## config.mk

```make
export PLATFORM = sky130hd
export DESIGN_NAME = mem_arbiter
export DESIGN_NICKNAME = d
export VERILOG_FILES = /design/src/rtl/mem_arbiter.sv
export SDC_FILE = /design/constraint.sdc
export NUM_CORES = 1
export LEC_CHECK = 0
export BUFFER_PORTS_ARGS = -buffer_cell sky130_fd_sc_hd__clkbuf_2
export CAP_MARGIN = 40
export CORE_MARGIN = 2
export CORE_UTILIZATION = 55
export DETAILED_ROUTE_END_ITERATION = 10
export PLACE_DENSITY_LB_ADDON = 0.05
export SLEW_MARGIN = 30
export SYNTH_ARGS = -nofsm -noshare
export SYNTH_HDL_FRONTEND = slang
export SYNTH_SLANG_ARGS = --single-unit
```

## constraint.sdc

```tcl
create_clock -name clk -period 6.7 [get_ports clk]
set_input_delay 0.335 -clock clk [delete_from_list [all_inputs] [get_ports clk]]
set_output_delay 0.335 -clock clk [all_outputs]
set_load 0.01 [all_outputs]
```

## src/rtl/mem_arbiter.sv

```systemverilog
// Round-robin arbiter between icache and dcache for a byte-wide RAM/IO bus.
// Each granted request becomes a little-endian burst of 1, 2 or 4 byte accesses.
module mem_arbiter #(
    parameter int unsigned       ADDR_W  = 32,
    parameter logic [ADDR_W-1:0] IO_MASK = ADDR_W'(32'h0003_0000)
) (
    input  logic              clk,
    input  logic              rst,
    input  logic              rdy,
    input  logic              io_buffer_full,
    input  logic              ic_en,
    input  logic [ADDR_W-1:0] ic_pc,
    output logic              ic_done,
    output logic [31:0]       ic_dt,
    input  logic              dc_en,
    input  logic              dc_ls,
    input  logic [ADDR_W-1:0] dc_pc,
    input  logic [31:0]       dc_dt,
    input  logic [2:0]        dc_len,
    output logic              dc_done,
    output logic [31:0]       dc_dt_o,
    input  logic [7:0]        mem_din,
    output logic [7:0]        mem_dout,
    output logic [ADDR_W-1:0] mem_a,
    output logic              mem_wr
);

    localparam int unsigned DATA_W = 32;
    localparam int unsigned LEN_W  = 3;

    typedef enum logic [1:0] {S_IDLE, S_READ, S_WRITE} state_e;
    typedef enum logic {P_IC, P_DC} port_e;

    state_e              state_q, state_d;
    port_e               last_q, last_d;
    port_e               cur_port_q, cur_port_d;

    logic                ic_pend_q, ic_pend_d;
    logic [ADDR_W-1:0]   ic_addr_q, ic_addr_d;
    logic                dc_pend_q, dc_pend_d;
    logic                dc_ls_q, dc_ls_d;
    logic [ADDR_W-1:0]   dc_addr_q, dc_addr_d;
    logic [DATA_W-1:0]   dc_wdata_q, dc_wdata_d;
    logic [LEN_W-1:0]    dc_len_q, dc_len_d;

    logic [ADDR_W-1:0]   cur_addr_q, cur_addr_d;
    logic [DATA_W-1:0]   cur_wdata_q, cur_wdata_d;
    logic [LEN_W-1:0]    cur_len_q, cur_len_d;
    logic [LEN_W-1:0]    k_q, k_d;
    logic [DATA_W-1:0]   rdata_q, rdata_d;

    logic                ic_done_q, ic_done_d;
    logic                dc_done_q, dc_done_d;
    logic [DATA_W-1:0]   ic_dt_q, ic_dt_d;
    logic [DATA_W-1:0]   dc_dt_o_q, dc_dt_o_d;
    logic [ADDR_W-1:0]   mem_a_q, mem_a_d;
    logic [7:0]          mem_dout_q, mem_dout_d;
    logic                mem_wr_q, mem_wr_d;

    logic                grant_dc;
    logic                grant_wr;
    logic [ADDR_W-1:0]   byte_addr;
    logic [5:0]          rd_shift;
    logic [DATA_W-1:0]   rd_merge;
    logic [7:0]          wr_byte;

    function automatic logic is_io(input logic [ADDR_W-1:0] a);
        return (a & IO_MASK) == IO_MASK;
    endfunction

    // Illegal lengths fall back to a full word.
    function automatic logic [LEN_W-1:0] norm_len(input logic [LEN_W-1:0] l);
        case (l)
            3'd1:    return 3'd1;
            3'd2:    return 3'd2;
            default: return 3'd4;
        endcase
    endfunction

    // Byte k of the burst; read data lags its address by one cycle.
    assign byte_addr = cur_addr_q + ADDR_W'(k_q);
    assign rd_shift  = {k_q - 3'd1, 3'b000};
    assign rd_merge  = rdata_q | (DATA_W'(mem_din) << rd_shift);
    assign wr_byte   = cur_wdata_q[{k_q[1:0], 3'b000} +: 8];

    always_comb begin
        state_d     = state_q;
        last_d      = last_q;
        cur_port_d  = cur_port_q;
        ic_pend_d   = ic_pend_q;
        ic_addr_d   = ic_addr_q;
        dc_pend_d   = dc_pend_q;
        dc_ls_d     = dc_ls_q;
        dc_addr_d   = dc_addr_q;
        dc_wdata_d  = dc_wdata_q;
        dc_len_d    = dc_len_q;
        cur_addr_d  = cur_addr_q;
        cur_wdata_d = cur_wdata_q;
        cur_len_d   = cur_len_q;
        k_d         = k_q;
        rdata_d     = rdata_q;
        ic_done_d   = 1'b0;
        dc_done_d   = 1'b0;
        ic_dt_d     = ic_dt_q;
        dc_dt_o_d   = dc_dt_o_q;
        mem_a_d     = mem_a_q;
        mem_dout_d  = mem_dout_q;
        mem_wr_d    = mem_wr_q;
        grant_dc    = 1'b0;
        grant_wr    = 1'b0;

        if (ic_en) begin
            ic_pend_d = 1'b1;
            ic_addr_d = ic_pc;
        end
        if (dc_en) begin
            dc_pend_d  = 1'b1;
            dc_ls_d    = dc_ls;
            dc_addr_d  = dc_pc;
            dc_wdata_d = dc_dt;
            dc_len_d   = norm_len(dc_len);
        end

        case (state_q)
            S_IDLE: begin
                if (ic_pend_d || dc_pend_d) begin
                    grant_dc = dc_pend_d && (!ic_pend_d || last_q == P_IC);
                    if (grant_dc) begin
                        dc_pend_d   = 1'b0;
                        last_d      = P_DC;
                        cur_port_d  = P_DC;
                        cur_addr_d  = dc_addr_d;
                        cur_wdata_d = dc_wdata_d;
                        cur_len_d   = dc_len_d;
                        grant_wr    = dc_ls_d;
                    end else begin
                        ic_pend_d   = 1'b0;
                        last_d      = P_IC;
                        cur_port_d  = P_IC;
                        cur_addr_d  = ic_addr_d;
                        cur_len_d   = 3'd4;
                    end
                    rdata_d = '0;
                    mem_a_d = cur_addr_d;
                    if (grant_wr) begin
                        state_d = S_WRITE;
                        if (is_io(cur_addr_d) && io_buffer_full) begin
                            k_d      = 3'd0;
                            mem_wr_d = 1'b0;
                        end else begin
                            k_d        = 3'd1;
                            mem_wr_d   = 1'b1;
                            mem_dout_d = cur_wdata_d[7:0];
                        end
                    end else begin
                        state_d  = S_READ;
                        k_d      = 3'd0;
                        mem_wr_d = 1'b0;
                    end
                end
            end

            S_READ: begin
                if (k_q != 3'd0) begin
                    rdata_d = rd_merge;
                end
                if (k_q == cur_len_q) begin
                    state_d = S_IDLE;
                    mem_a_d = '0;
                    if (cur_port_q == P_IC) begin
                        ic_done_d = 1'b1;
                        ic_dt_d   = rd_merge;
                    end else begin
                        dc_done_d = 1'b1;
                        dc_dt_o_d = rd_merge;
                    end
                end else begin
                    k_d     = k_q + 3'd1;
                    mem_a_d = (k_q + 3'd1 == cur_len_q) ? '0 : byte_addr + ADDR_W'(1);
                end
            end

            S_WRITE: begin
                if (k_q == cur_len_q) begin
                    state_d   = S_IDLE;
                    mem_wr_d  = 1'b0;
                    mem_a_d   = '0;
                    dc_done_d = 1'b1;
                end else if (is_io(byte_addr) && io_buffer_full) begin
                    mem_wr_d = 1'b0;
                    mem_a_d  = byte_addr;
                end else begin
                    mem_wr_d   = 1'b1;
                    mem_a_d    = byte_addr;
                    mem_dout_d = wr_byte;
                    k_d        = k_q + 3'd1;
                end
            end

            default: begin
                state_d  = S_IDLE;
                mem_wr_d = 1'b0;
                mem_a_d  = '0;
            end
        endcase
    end

    // All state frozen while rdy is low.
    always_ff @(posedge clk or negedge rst) begin
        if (!rst) begin
            state_q     <= S_IDLE;
            last_q      <= P_IC;
            cur_port_q  <= P_IC;
            ic_pend_q   <= 1'b0;
            ic_addr_q   <= '0;
            dc_pend_q   <= 1'b0;
            dc_ls_q     <= 1'b0;
            dc_addr_q   <= '0;
            dc_wdata_q  <= '0;
            dc_len_q    <= '0;
            cur_addr_q  <= '0;
            cur_wdata_q <= '0;
            cur_len_q   <= '0;
            k_q         <= '0;
            rdata_q     <= '0;
            ic_done_q   <= 1'b0;
            dc_done_q   <= 1'b0;
            ic_dt_q     <= '0;
            dc_dt_o_q   <= '0;
            mem_a_q     <= '0;
            mem_dout_q  <= '0;
            mem_wr_q    <= 1'b0;
        end else if (rdy) begin
            state_q     <= state_d;
            last_q      <= last_d;
            cur_port_q  <= cur_port_d;
            ic_pend_q   <= ic_pend_d;
            ic_addr_q   <= ic_addr_d;
            dc_pend_q   <= dc_pend_d;
            dc_ls_q     <= dc_ls_d;
            dc_addr_q   <= dc_addr_d;
            dc_wdata_q  <= dc_wdata_d;
            dc_len_q    <= dc_len_d;
            cur_addr_q  <= cur_addr_d;
            cur_wdata_q <= cur_wdata_d;
            cur_len_q   <= cur_len_d;
            k_q         <= k_d;
            rdata_q     <= rdata_d;
            ic_done_q   <= ic_done_d;
            dc_done_q   <= dc_done_d;
            ic_dt_q     <= ic_dt_d;
            dc_dt_o_q   <= dc_dt_o_d;
            mem_a_q     <= mem_a_d;
            mem_dout_q  <= mem_dout_d;
            mem_wr_q    <= mem_wr_d;
        end
    end

    assign ic_done  = ic_done_q;
    assign dc_done  = dc_done_q;
    assign ic_dt    = ic_dt_q;
    assign dc_dt_o  = dc_dt_o_q;
    assign mem_a    = mem_a_q;
    assign mem_dout = mem_dout_q;
    assign mem_wr   = mem_wr_q & rdy;

endmodule
```

==> metrics.yaml, run 1 <==
dp_hpwl_mm: 29.6
diodes: 0
r2r_cells: 11
drv_cap: 0
grt_max_degree: 159
slew_headroom: 0.416
grt_pass1_vias: 12500
ys_async_sr_fraction: 1.00
cp_num_cells: 11
r2r_start: "k_q[0]$_DFFE_PN0P_"
cp-endpoint: "mem_a[22]$_DFFE_PN0P_"
clk_latency_ps: 520
stdcell_area_um2: 18300
crit_chain: "buf_8, ha_1, fa_1, a21oi_2, nand2b_1, o21ai_0, a22oi_1, o211a_1, nand2_1, or4_1, a31oi_1"
layout_commonest_cell: "dfrtp_1"
synth_edf_count: 0
finalSetupViolations: 0
power.leakage_uw: 0.00825
die_w_um: 173
cts_num_sinks: 314
netlist_area_um2: 15800
power.total_uw: 8250
firstDrtPassIters: 7
worstHoldPathType: "in2reg"
dieArea_um2: 30000
synthTopCellsByArea: "dfrtp_1 (50%), a21oi_1 (6.7%), mux2_2 (6.4%)"
grt_pass1_wl_mm: 67.9
gp_congestion: 0.923
yosysTopAreaCellShare: 0.499
cts_tree: "yes"
cts_buffer_depth: 3
placed_cell_area_um2: 17100
max_freq_ghz: 0.229
synth_area_leader_cell: "dfrtp_1"
yosysSeqAreaShare: 0.499
postCtsSetupBuffers: 0
yosys_warnings: 0
core_area_um2: 28000
drt_iter0_drc: 1011
synthCells: 1618
final_max_slew_viol_count: 0
grtUsageTotal: 0.283
crit_arrival_ps: 4820
ant_nets: 0
mostFrequentLayoutCells: "dfrtp_1 (314), clkbuf_2 (219), a21oi_1 (210)"
timing.rr.end: "mem_a[22]$_DFFE_PN0P_"
cp_max_fo: 14
cts_buffers: 35
status: "finished clean"
ys.flop_type: "dfrtp_1"
tightest_slew_ps: 877
synth_nets: 1745
row_count: 61
startpoint_type: "flip-flop"
cpPeakStageDelay_ps: 640
setup_tns_ps: 0
die_h_um: 173
drive_gt1_frac: 0.234
area_delta_synth_final_pct: 16.1
synth_cell_type_count: 75
endpoint_kind: "flip-flop"
finalCritPeriodShare: 0.653
numPortBuffers: 220
crit_path_start: "k_q[0]$_DFFE_PN0P_"
worstPathRequired_ps: 7140
grt.overflow.total: 0
pin_count: 221
h-tree-depth: 2
fin_skew_ps: 11.0
period_needed_ps: 4370
ys_seq_elements: 314
peakVddDrop_mv: 0.290
worst-path-buf-inv: 1
cp_top_family: "compound AO/OA/AOI/OAI gates"
cellPowerDensity_nw_per_um2: 451
layout.nets: 1910
cts_root_buffer: "clkbuf_16"
viasPerCell: 5.79
hold_start: "dc_pc[19]"
num_vias: 12700
antenna_found_initial: 0
reg2reg_slack_ps: 2330
start_util: 0.562
worstSetupPathType: "reg2reg"
wirelength_mm: 42.2
rsz0062_at_grt: "no"
report.final.hold_viol_count: 0
wl_per_cell_um: 19.3
syn_area_per_cell_um2: 9.74
path_clk_slew_ps: 60
cp_slowest_cell: "a22oi_1"
drc: 0
==> cells in the mapped netlist (34+ instances only) <==
library cell    n
o21ai_0       100
xnor2_1        37
dfrtp_1       314
a211oi_1       34
clkbuf_1       71
mux2_2         89
nor2_1        154
nor2b_1        39
nand2_1       196
mux2i_1        68
a21oi_1       210
buf_1          35
==> state kept, by name, indices dropped and copies added, names as in the netlist, 2 cells and up <==
signal       cells
ic_dt           32
mem_dout         8
dc_addr_q       32
cur_len_q        3
dc_dt_o         32
dc_wdata_q      32
k_q              3
mem_a           32
cur_wdata_q     32
dc_len_q         3
rdata_q         32
ic_addr_q       32
state_q          2
cur_addr_q      32
==> stage by stage <==
step / setup WS [ps] / hold WS [ps] / std cells / util
global placement: 2220 / 421 / 2116 / 0.608
finish: 2330 / 57.4 / 2187 / 0.653
global route: 1970 / 58.5 / 2187 / 0.653
floorplan: 3230 / 39.4 / 1618 / -
CTS: 2150 / 47.1 / 2184 / 0.651
detailed placement: 2150 / 420 / 2120 / 0.610
==> report_power, final <==
group          total, uW  internal (uW)  switching (uW)
clock               1930           1150             783
sequential          3060           2550             511
combinational       3260           1250            2000
==> kinds of logic (layout without fill, tap and decap cells) <==
logic type | count (synthesis) | after routing | synth area share
xor+xnor | 50 | 50 | 0.0283
simple gates | 524 | 524 | 0.155
compound gates | 424 | 424 | 0.156
fa+ha+maj | 13 | 13 | 0.0108
mux | 165 | 165 | 0.118
buf+inv | 128 | 319 | 0.0334
flops | 314 | 314 | 0.499
==> area by class of cell <==
cell class | count | area, um2
clock buffer | 54 | 1070
clock inverter | 9 | 88.8
fill | 2340 | 9720
inverter | 12 | 45.0
multi-input combinational | 1176 | 7410
sequential | 314 | 7860
tap | 378 | 473
timing repair buffer | 244 | 1350
==> worst reg2reg max path: cells and delay by family (launching register included) <==
| family | cells | cell delay [ps] |
|---|---|---|
| compound gates | 5 | 1830 |
| buf+inv | 1 | 190 |
| fa+ha+maj | 2 | 710 |
| simple gates | 3 | 1130 |
| flops | 1 | 440 |
==> per-layer routing <==
layer | share of wire | global-route usage | wire, um | vias up
met2 | 0.50 | 0.485 | 21000 | 331
met3 | 0.047 | 0.0461 | 1980 | 93
met4 | 0.035 | 0.105 | 1500 | 0
li1 | - | - | - | 6055
met5 | 0 | 0 | 0 | -
met1 | 0.42 | 0.362 | 17700 | 6184
==> repair_timing <==
item,4_1_cts,5_1_grt
hold endpoints to repair,96,0
gates resized for setup,0,0
hold buffers,1,0
==> how the worst min path moves through the flow <==
stage	end	slack, ps	depth (start not counted)
2_1_floorplan	cur_addr_q[0]$_DFFE_PN0P_	40	0
3_3_place_gp	dc_addr_q[23]$_DFFE_PN0P_	420	1
3_5_place_dp	dc_addr_q[24]$_DFFE_PN0P_	420	1
4_1_cts	dc_wdata_q[11]$_DFFE_PN0P_	50	2
5_1_grt	dc_addr_q[11]$_DFFE_PN0P_	60	2
6_report	dc_addr_q[19]$_DFFE_PN0P_	60	2
No activity file was read; power rests on OpenSTA's default activity.
==> run 2: changes to the inputs <==
--- a/config.mk
+++ b/config.mk
@@ -8,7 +8,7 @@
 export BUFFER_PORTS_ARGS = -buffer_cell sky130_fd_sc_hd__clkbuf_2
 export CAP_MARGIN = 40
 export CORE_MARGIN = 2
-export CORE_UTILIZATION = 55
+export CORE_UTILIZATION = 52
 export DETAILED_ROUTE_END_ITERATION = 10
 export PLACE_DENSITY_LB_ADDON = 0.05
 export SLEW_MARGIN = 30
==> constraint.sdc (replaced) <==
create_clock -name clk -period 3.8 [get_ports clk]
set_input_delay 0.19 -clock clk [delete_from_list [all_inputs] [get_ports clk]]
set_output_delay 0.19 -clock clk [all_outputs]
set_load 0.01 [all_outputs]
==> run 2 against run 1 <==
Compared with the run above: hold slack worse by 48 ps; die area is 5.6% higher; routed wire length is 5.5% higher; register-to-register slack worse by 2100 ps; worst setup slack worse by 2100 ps; critical endpoint is now mem_a[31]$_DFFE_PN0P_; largest power group unchanged.
==> metrics.yaml, run 2 (synthesis gave the netlist of run 1 again) <==
cp-endpoint: "mem_a[31]$_DFFE_PN0P_"
numPortBuffers: 220  # unchanged
grt_pass1_vias: 13300  # +6.5%
rsz0062_at_grt: "no"
multi_input_area_um2: 7410  # about the same
max_freq_ghz: 0.283  # +24%
pin_count: 221  # unchanged
grt_max_degree: 98  # -38%
cts_buffers: 35  # unchanged
r2r_cells: 10  # -1
firstDrtPassIters: 6  # -1
reg2reg_slack_ps: 270  # -2060 ps
drive_gt1_frac: 0.231  # -0.00353
finalSetupViolations: 0  # unchanged
period_needed_ps: 3530  # -844 ps
grt_use_met2: 0.512  # +0.0263
cpPeakStageDelay_ps: 550  # -90 ps
drv_cap: 0  # unchanged
core_area_um2: 29700  # +6.1%
mostFrequentLayoutCells: "dfrtp_1 (314), clkbuf_2 (220), a21oi_1 (210)"
grt_pass1_wl_mm: 71.0  # +4.5%
antenna_found_initial: 0  # unchanged
slew_headroom: 0.469  # +0.0536
area_delta_synth_final_pct: 21.9
cp_max_fo: 5  # -9
fin_skew_ps: 9.68  # -1.27 ps
path_clk_slew_ps: 60  # about the same
report.final.hold_viol_count: 0  # unchanged
cts_resized: 0  # unchanged
busiest_layer: "met2"
cellPowerDensity_nw_per_um2: 761  # +69%
endpoint_kind: "flip-flop"
met1_usage: 0.352  # -0.00975
timing.rr.end: "mem_a[31]$_DFFE_PN0P_"
postCtsSetupBuffers: 0  # unchanged
worstPathRequired_ps: 4250  # -2890 ps
worstHoldPathType: "in2reg"
layout.nets: 2008  # +5.1%
viasPerCell: 5.64  # -2.6%
grtUsageTotal: 0.287  # +0.00411
status: "finished clean"
wirelength_mm: 44.5  # +5.5%
clk_latency_ps: 520  # about the same
grt.overflow.total: 0  # unchanged
diodes: 0  # unchanged
startpoint_type: "flip-flop"
crit_chain: "ha_1, fa_1, xor2_2, and3_1, or4b_1, or4_4, nor3_4, nand2_2, or4_1, nand3_1"
fillers: 2474  # +5.7%
cp_top_family: "simple AND/OR/NAND/NOR gates"
ant_nets: 0  # unchanged
seq_area_um2: 7860  # unchanged
dp_hpwl_mm: 31.2  # +5.6%
layout_commonest_cell: "dfrtp_1"
cts_buffer_depth: 3  # unchanged
hold_buffers: 80  # +79
cts_num_sinks: 314  # unchanged
cp_num_cells: 10  # -1
worstSetupPathType: "reg2reg"
cts_tree: "yes"
crit_path_start: "cur_addr_q[0]$_DFFE_PN0P_"
setup_tns_ps: 0  # unchanged
r2r_start: "cur_addr_q[0]$_DFFE_PN0P_"
power.total_uw: 14600  # +77%
final_max_slew_viol_count: 0  # unchanged
crit_arrival_ps: 3980  # -840 ps
h-tree-depth: 2  # unchanged
drt_iter0_drc: 841  # -17%
row_count: 63  # +3.3%
tightest_slew_ps: 796  # -80.4 ps
die_h_um: 178  # +2.8%
use_met3: 0.0435  # -0.00257
wl_per_cell_um: 19.4  # +0.53%
worst-path-buf-inv: 0  # -1
num_vias: 13000  # +2.3%
power.leakage_uw: 0.00865  # +4.8%
dieArea_um2: 31700  # +5.6%
peakVddDrop_mv: 0.494  # +70%
cts_root_buffer: "clkbuf_16"
cp_slowest_cell: "or4b_1"
gp_congestion: 0.907  # -1.7%
start_util: 0.530  # -0.0323
finalCritPeriodShare: 0.929  # +0.276
drc: 0  # unchanged
die_w_um: 178  # +2.8%
## run 2: cell count changes in the layout (fill, tap and decap cells not counted), sizes merged
| cell | previous run | this run |
|---|---|---|
| clkbuf | 273 | 276 |
| dlygate4sd3 | 1 | 80 |
| clkinv | 7 | 4 |
| inv | 13 | 14 |
| bufinv | 1 | 0 |
| buf | 24 | 42 |
## run 2: layer usage
| metal | wire length (um) | up-vias |
|---|---|---|
| met3 | 1930 | 88 |
| met4 | 1530 | 0 |
| li1 | - | 6249 |
| met1 | 18300 | 6326 |
| met5 | 0 | - |
| met2 | 22800 | 291 |
## run 2: worst min path at each step
stage | from | end | slack (ps) | depth (start not counted)
after CTS | ic_pc[18] | ic_addr_q[18]$_DFFE_PN0P_ | 2 | 3
after floorplan | rst | cur_addr_q[0]$_DFFE_PN0P_ | -110 | 0
after global placement | rst | dc_addr_q[24]$_DFFE_PN0P_ | 290 | 1
after global routing | ic_pc[20] | ic_addr_q[20]$_DFFE_PN0P_ | 20 | 3
final | ic_pc[20] | ic_addr_q[20]$_DFFE_PN0P_ | 10 | 3
after detailed placement | rst | dc_addr_q[24]$_DFFE_PN0P_ | 290 | 1
## run 2: through the flow
step | hold WS, ps | area [um2] | cells | utilization | setup WS (ps)
after floorplan | -106 | 15800 | 1618 | - | 326
after global placement | 287 | 17200 | 2151 | 0.580 | 326
after CTS | 1.63 | 19200 | 2294 | 0.646 | 288
final | 9.57 | 19200 | 2296 | 0.646 | 270
after global routing | 22.9 | 19200 | 2296 | 0.646 | 14.3
after detailed placement | 287 | 17200 | 2152 | 0.580 | 294
## run 2: power by group
group	leakage, uW	internal, uW	switching (uW)
clock network	0.000563	1970	1360
registers	0.00386	4500	865
logic	0.00423	2270	3650
## run 2: final cells by class
class	count	share of cell area
timing repair buffer	342	0.118
inverter	12	0.00235
tap	390	0.0254
clock buffer	56	0.0566
sequential	314	0.409
multi-input combinational	1176	0.386
clock inverter	6	0.00274
## run 2: tightest hold or removal path: stages
cell and delay (ps):
clkbuf_2 80, mux2i_1 70, a21oi_1 140
